`src/rtl/strassen_tile_reader.sv`:
```
`default_nettype none
// ============================================================================
//  Module      : strassen_tile_reader
//  Description : Captures one DIM x DIM tile into an enable-gated register
//                bank and streams its elements out one per beat under a
//                valid/ready handshake.
//  Options     : STRASSEN_TILE_READER_COLMAJOR_EN - defined: column-major
//                beat order; undefined: row-major beat order.
//  Revision    : 1.0 - initial release
// ============================================================================
module strassen_tile_reader #(
   parameter  int WIDTH = 16,
   parameter  int DIM   = 2,
   localparam int ELEMS = DIM * DIM,
   localparam int IDXW  = (ELEMS > 1) ? $clog2(ELEMS) : 1
) (
   input  logic                   Clk,
   input  logic                   Rst,
   input  logic                   Load_valid,
   output logic                   Load_ready,
   input  logic [WIDTH*ELEMS-1:0] Tile_in,
   input  logic                   Abort,
   output logic [WIDTH-1:0]       Out_data,
   output logic                   Out_valid,
   input  logic                   Out_ready,
   output logic [IDXW-1:0]        Out_idx,
   output logic                   Out_last
);

   typedef enum logic [0:0] {
      ST_IDLE   = 1'b0,
      ST_STREAM = 1'b1
   } state_t;

   localparam logic [IDXW-1:0] c_last_beat = IDXW'(ELEMS - 1);

   state_t           r_state;
   state_t           w_state_next;
   logic [IDXW-1:0]  r_n;
   logic [IDXW-1:0]  w_n_next;
   logic [IDXW-1:0]  w_ord;
   logic             w_capture;
   logic [WIDTH-1:0] r_bank [ELEMS];

   // State register
   always_ff @(posedge Clk or posedge Rst) begin
      if (Rst) begin
         r_state <= ST_IDLE;
      end else begin
         r_state <= w_state_next;
      end
   end

   // Beat counter
   always_ff @(posedge Clk or posedge Rst) begin
      if (Rst) begin
         r_n <= '0;
      end else begin
         r_n <= w_n_next;
      end
   end

   // Tile bank: written only on the capture handshake, cleared by reset
   always_ff @(posedge Clk or posedge Rst) begin
      if (Rst) begin
         for (int k = 0; k < ELEMS; k++) begin
            r_bank[k] <= '0;
         end
      end else if (w_capture) begin
         for (int k = 0; k < ELEMS; k++) begin
            r_bank[k] <= Tile_in[k*WIDTH +: WIDTH];
         end
      end
   end

   // Next state, counter update and handshake decode; Abort beats both
   // a pending capture and a pending transfer
   always_comb begin
      w_state_next = r_state;
      w_n_next     = r_n;
      w_capture    = 1'b0;
      Load_ready   = 1'b0;
      Out_valid    = 1'b0;
      case (r_state)
         ST_IDLE: begin
            Load_ready = 1'b1;
            if (!Abort && Load_valid) begin
               w_capture    = 1'b1;
               w_state_next = ST_STREAM;
               w_n_next     = '0;
            end
         end
         ST_STREAM: begin
            Out_valid = 1'b1;
            if (Abort) begin
               w_state_next = ST_IDLE;
               w_n_next     = '0;
            end else if (Out_ready) begin
               if (r_n == c_last_beat) begin
                  w_state_next = ST_IDLE;
                  w_n_next     = '0;
               end else begin
                  w_n_next = r_n + 1'b1;
               end
            end
         end
         default: begin
            w_state_next = ST_IDLE;
            w_n_next     = '0;
         end
      endcase
   end

`ifdef STRASSEN_TILE_READER_COLMAJOR_EN
   // Beat n walks down column n/DIM: row-major index (n mod DIM)*DIM + n/DIM
   always_comb begin
      w_ord = IDXW'((int'(r_n) % DIM) * DIM + int'(r_n) / DIM);
   end
`else
   // Beat n is row-major element n
   always_comb begin
      w_ord = r_n;
   end
`endif

   // Outputs are a pure mux off registered bank and counter
   always_comb begin
      Out_idx  = w_ord;
      Out_data = r_bank[w_ord];
      Out_last = (r_state == ST_STREAM) && (r_n == c_last_beat);
   end

endmodule
`default_nettype wire

```
`config.mk`:
```
export PLATFORM = sky130hd
export DESIGN_NAME = strassen_tile_reader
export DESIGN_NICKNAME = d
export VERILOG_FILES = /design/src/rtl/strassen_tile_reader.sv
export SDC_FILE = /design/constraint.sdc
export NUM_CORES = 1
export LEC_CHECK = 0
export BUFFER_PORTS_ARGS = -buffer_cell sky130_fd_sc_hd__clkbuf_2
export CORE_UTILIZATION = 45
export DETAILED_ROUTE_END_ITERATION = 8
export PLACE_DENSITY = 0.7
export SLEW_MARGIN = 20
export SYNTH_ARGS = -nofsm -noshare
export SYNTH_HDL_FRONTEND = slang
export SYNTH_SLANG_ARGS = --single-unit
export TNS_END_PERCENT = 10
```
`constraint.sdc`:
```
create_clock -name Clk -period 2.2 [get_ports Clk]
set_input_delay 0.44 -clock Clk [delete_from_list [all_inputs] [get_ports Clk]]
set_output_delay 0.44 -clock Clk [all_outputs]
set_load 0.05 [all_outputs]
```
; Word level (Yosys, flattened, before mapping)
; Index checks and enable logic that the tools add are counted.
[word_totals]
inputBits = 69
out_inout_bits = 21
register_bits = 67
word_cells = 33
[classes]
n_eq_ne = 3
order_cmp = 1
n_addsub = 1
n_bitwise = 2
n_mux = 16
reduce_logical = 4
[ops]
columns = operator, n
row1 = 16-bit binary-select mux with 2-bit select, 1
row2 = 16-bit 2-to-1 mux, 2
row3 = 2-bit 2-to-1 mux, 4
row4 = 1-bit 2-to-1 mux, 7
row5 = 2-bit one-hot mux with 2 select lines, 1
row6 = "3-bit greater-or-equal comparator, second input constant", 1
row7 = "3-bit != test, second input constant", 1
row8 = 2-bit inverter with 3-bit output, 1
row9 = "2-bit by 1-bit adder with 2-bit output, second input constant", 1
row10 = "2-bit == test, second input constant", 1
row11 = 1-bit logical AND, 2
row12 = "2-bit != test, second input constant", 1
row13 = 1-bit one-hot mux with 2 select lines, 1
row14 = 2-bit AND reduction, 1
row15 = 1-bit zero test, 1
row16 = 1-bit inverter, 1

; Longest topological paths before layout
[depth]
word_depth = 5
mapped_depth = 5
ltp_nobuf = 4

; Worst setup path after synthesis
; No wires, ideal clock.
[synth_path]
kind = register to output
startpoint = register r_n[0] (netlist: Out_idx[0])
endpoint = output Out_data[0]
path_slack_ns = -0.010
path_stages_with_launch = 4
arrival_time_ns = 1.770
path_buffers = 2
t_required_ns = 1.760
path_cell_list = dfrtp_1 -> buf_4 -> buf_6 -> mux4_2
[synth_via]
elab_chain_cells = 4
[synth_rtl]
columns = element, line_no
row1 = from (decl), 39  ; logic [IDXW-1:0] r_n;
row2 = from (signal assigned), 59  ; r_n <= w_n_next;
row3 = 2-bit inverter with 3-bit output (implied by the code), 129  ; Out_data = r_bank[w_ord];
row4 = 16-bit binary-select mux with 2-bit select, 129
row5 = 16-bit 2-to-1 mux (implied by the code) (2 in a row), 129
row6 = to (decl), 23  ; output logic [WIDTH-1:0] Out_data,
; Every way passes these cells. The select of a mux whose other input is x is not followed.

; Final worst setup path
[layout_path]
startpoint = register r_n[0] (netlist: Out_idx[0])
endpoint = output Out_data[12]
; Same word-level chain as after synthesis.

==> flow_summary.toml <==
[routing]
dr.pass1.iters = 4
ant_nets = 0
vias = 1836
avgViaCountPerCell = 4.92
met1_length_um = 2680
wl_per_cell_um = 16.1
drc = 0
dr.first_iter.drc_count = 46
routed_wl_um = 6000
met2_length_um = 2910
route.met3.wl_um = 299
top_layer_used = "met4"

[synth]
synth-simple-area-share_pct = 0.999
syn_nets = 244
synth_ff_type = "dfrtp_1"
avgSynthCellArea_um2 = 18.7
synth_edf_count = 0
synth_cell_types = 20
synth_common_cells = "dfrtp_1 (67), mux2_4 (60), mux4_2 (16), buf_12 (7), mux2_1 (4)"
synth_top_area_share_pct = 51.5
synthXorXnorAreaFrac_pct = 0
async_flop_share_pct = 100
yosys-mux-area-fraction_pct = 40.4
synthAdderAreaFrac_pct = 0.384
yosysSeqAreaShare_pct = 51.5
syn_inst = 174
ys_ff_latch = 67
yosysTopAreaCell = "dfrtp_1"
synth.area.top_cells = "dfrtp_1 (51%), mux2_4 (28%), mux4_2 (11%)"
synth_compound_area_share_pct = 1.08
synth_most_common_cell = "dfrtp_1"
synth_top_family_by_area = "multiplexers"
yosys_warnings = 0
netlist_area_mm2 = 0.00326

[timing]
setup_ws_ns = 0.0514
hold_viol = 0
fmax_mhz = 465
worst_pin_slew_ns = 0.460
finalClockSkew_ns = 0.00927
setup_violations = 0
slew_headroom_pct = 69.3
final.period_utilization_pct = 97.7
fin_crit_ns = 2.15
fin_hold_ws_ns = 0.0930
maxSlewViolCount = 0
fin_tns_setup_ns = 0
rsz0062_at_grt = "yes"

[global_route]
grt_use_total_pct = 17.6
grt-ovfl-total = 0
grt_pass1_vias = 1951
grt_max_degree = 35
grt_first_pass_wirelength_um = 9770
antenna_found_initial = 0

[clock_tree]
clk_latency_ns = 0.34
cts_buffer_depth = 2
ctsRootBufferMaster = "clkbuf_8"
htreeDepth = 3
numCtsBuffers = 9
cts_tree = "done"
cts_resized = 5
postCtsSetupBuffers = 0
cts_hold_buf = 0
clk_pin_slew_ns = 0.07
cts_sinks = 67

[die]
die_w_um = 87.1
io_pins = 90
core-area_mm2 = 0.00691
num_rows = 30
initial_utilization_pct = 47.2
die_y_um = 87.1
die_area_mm2 = 0.00758

[critical_path]
cp-end-kind = "output pin"
reg2regPathDepth = 4
cp_slowest_cell = "mux4_2"
critPathTopFamily = "multiplexers"
max_stage_delay_ns = 0.49
cp_data_arrival_time_ns = 1.71
cp_max_fo = 6
crit_path_start_kind = "flop"
cp_data_required_time_ns = 1.76
crit_chain = "buf_4, mux4_2, clkbuf_2"
crit_buf_inv = 2
cp.depth = 3
critPathKind = "reg2out"

[power]
powerDensity_mw_per_mm2 = 908
switchingPower_mw = 1.11
pwr-share-clk_pct = 25.8
comb_power_share_pct = 29.6
p_leak_nw = 1.90
power.share.switching_pct = 31.0
intPower_mw = 2.47
ir_drop_v = 0.000331
p_seq_share_pct = 44.6

[final_layout]
final_area_mm2 = 0.00395
final_core_util_pct = 57.1
final_net_count = 342
antenna_cells = 0
drive_above_1_share_pct = 69.7
area_growth_pct = 21.1
final.fill_count = 565

[outcome]
status = "complete, no violations"

[placed_design]
placed_cell_area_mm2 = 0.00375
portBuffers = 89
preCtsSetupSlack_ns = 0.283
place_congestion = 0.712
dp_hpwl_um = 4390

[run]
maxCapViolations = 0

[worst_hold_path]
hold_path.class = "in2async"
## cell families (layout without fill, tap and decap cells)
group           Yosys count  count (layout)
mux                      81              81
flops                    67              67
buf+inv                  15             118
compound gates            5               5
simple gates              5               5
fa+ha+maj                 1               1
## cells in the final DEF (no fill, tap or decap)
cell and instances:
inv_1 2, a21oi_1 2, clkbuf_4 4, clkinvlp_4 2, mux2_4 60, clkinv_2 2
inv_2 2, o2bb2ai_1 2, dfrtp_2 1, buf_6 2, and3_4 1, a211oi_1 1
and2_1 1, mux2i_1 1, buf_12 2, clkbuf_2 77, mux2_1 4, mux4_2 16
nor3b_1 1, buf_2 8, nand2_1 1, dfrtp_1 66, clkbuf_8 11, clkbuf_1 1
ha_1 1, nor2_1 1, buf_4 5
## path summary, 6_finish.rpt
check,start,slack [ns],end
setup reg to reg,r_state,0.57,r_bank[62]
hold / removal,Rst,0.09,r_bank[47]
setup / recovery,Out_idx[0],0.05,Out_data[12]
min in group Clk,Abort,0.27,r_state
max in group asynchronous,Rst,1.37,r_bank[48]
hold reg to reg,r_bank[0],0.49,r_bank[0]
## per-layer routing
layer	track usage, %	up-vias
met5	0	-
met4	8.94	0
met3	3.79	9
met2	28.1	56
met1	22.7	935
li1	-	836
## stage by stage
stage / cells / total power [mW]
after floorplan: 174 / 2.45
after global placement: 357 / 2.65
after detailed placement: 357 / 2.67
after CTS: 373 / 3.62
after global routing: 373 / 3.76
final: 373 / 3.58
## final cells by class
type | instances | area (um^2) | area share [%]
well taps | 96 | 120 | 3.04
repair buffers | 98 | 556 | 14.1
clock buffers | 12 | 155 | 3.93
clock inverters | 4 | 25.0 | 0.634
inverters | 4 | 15.0 | 0.381
flip-flops and latches | 67 | 1680 | 42.5
multi-input cells | 92 | 1400 | 35.4
## power groups by stage
stage / sequential (mW) / clock (mW) / combinational, mW
after floorplan: 1.58 / 0 / 0.870
after global placement: 1.61 / 0 / 1.04
after detailed placement: 1.62 / 0 / 1.06
after CTS: 1.60 / 0.956 / 1.07
after global routing: 1.63 / 1.01 / 1.12
final: 1.60 / 0.923 / 1.06
## state kept, by name (all words and copies together), names as in the netlist
| name | count |
|---|---|
| r_state | 1 |
| r_bank | 64 |
| Out_idx | 2 |
Note: power is estimated with default switching activity, not from simulation.
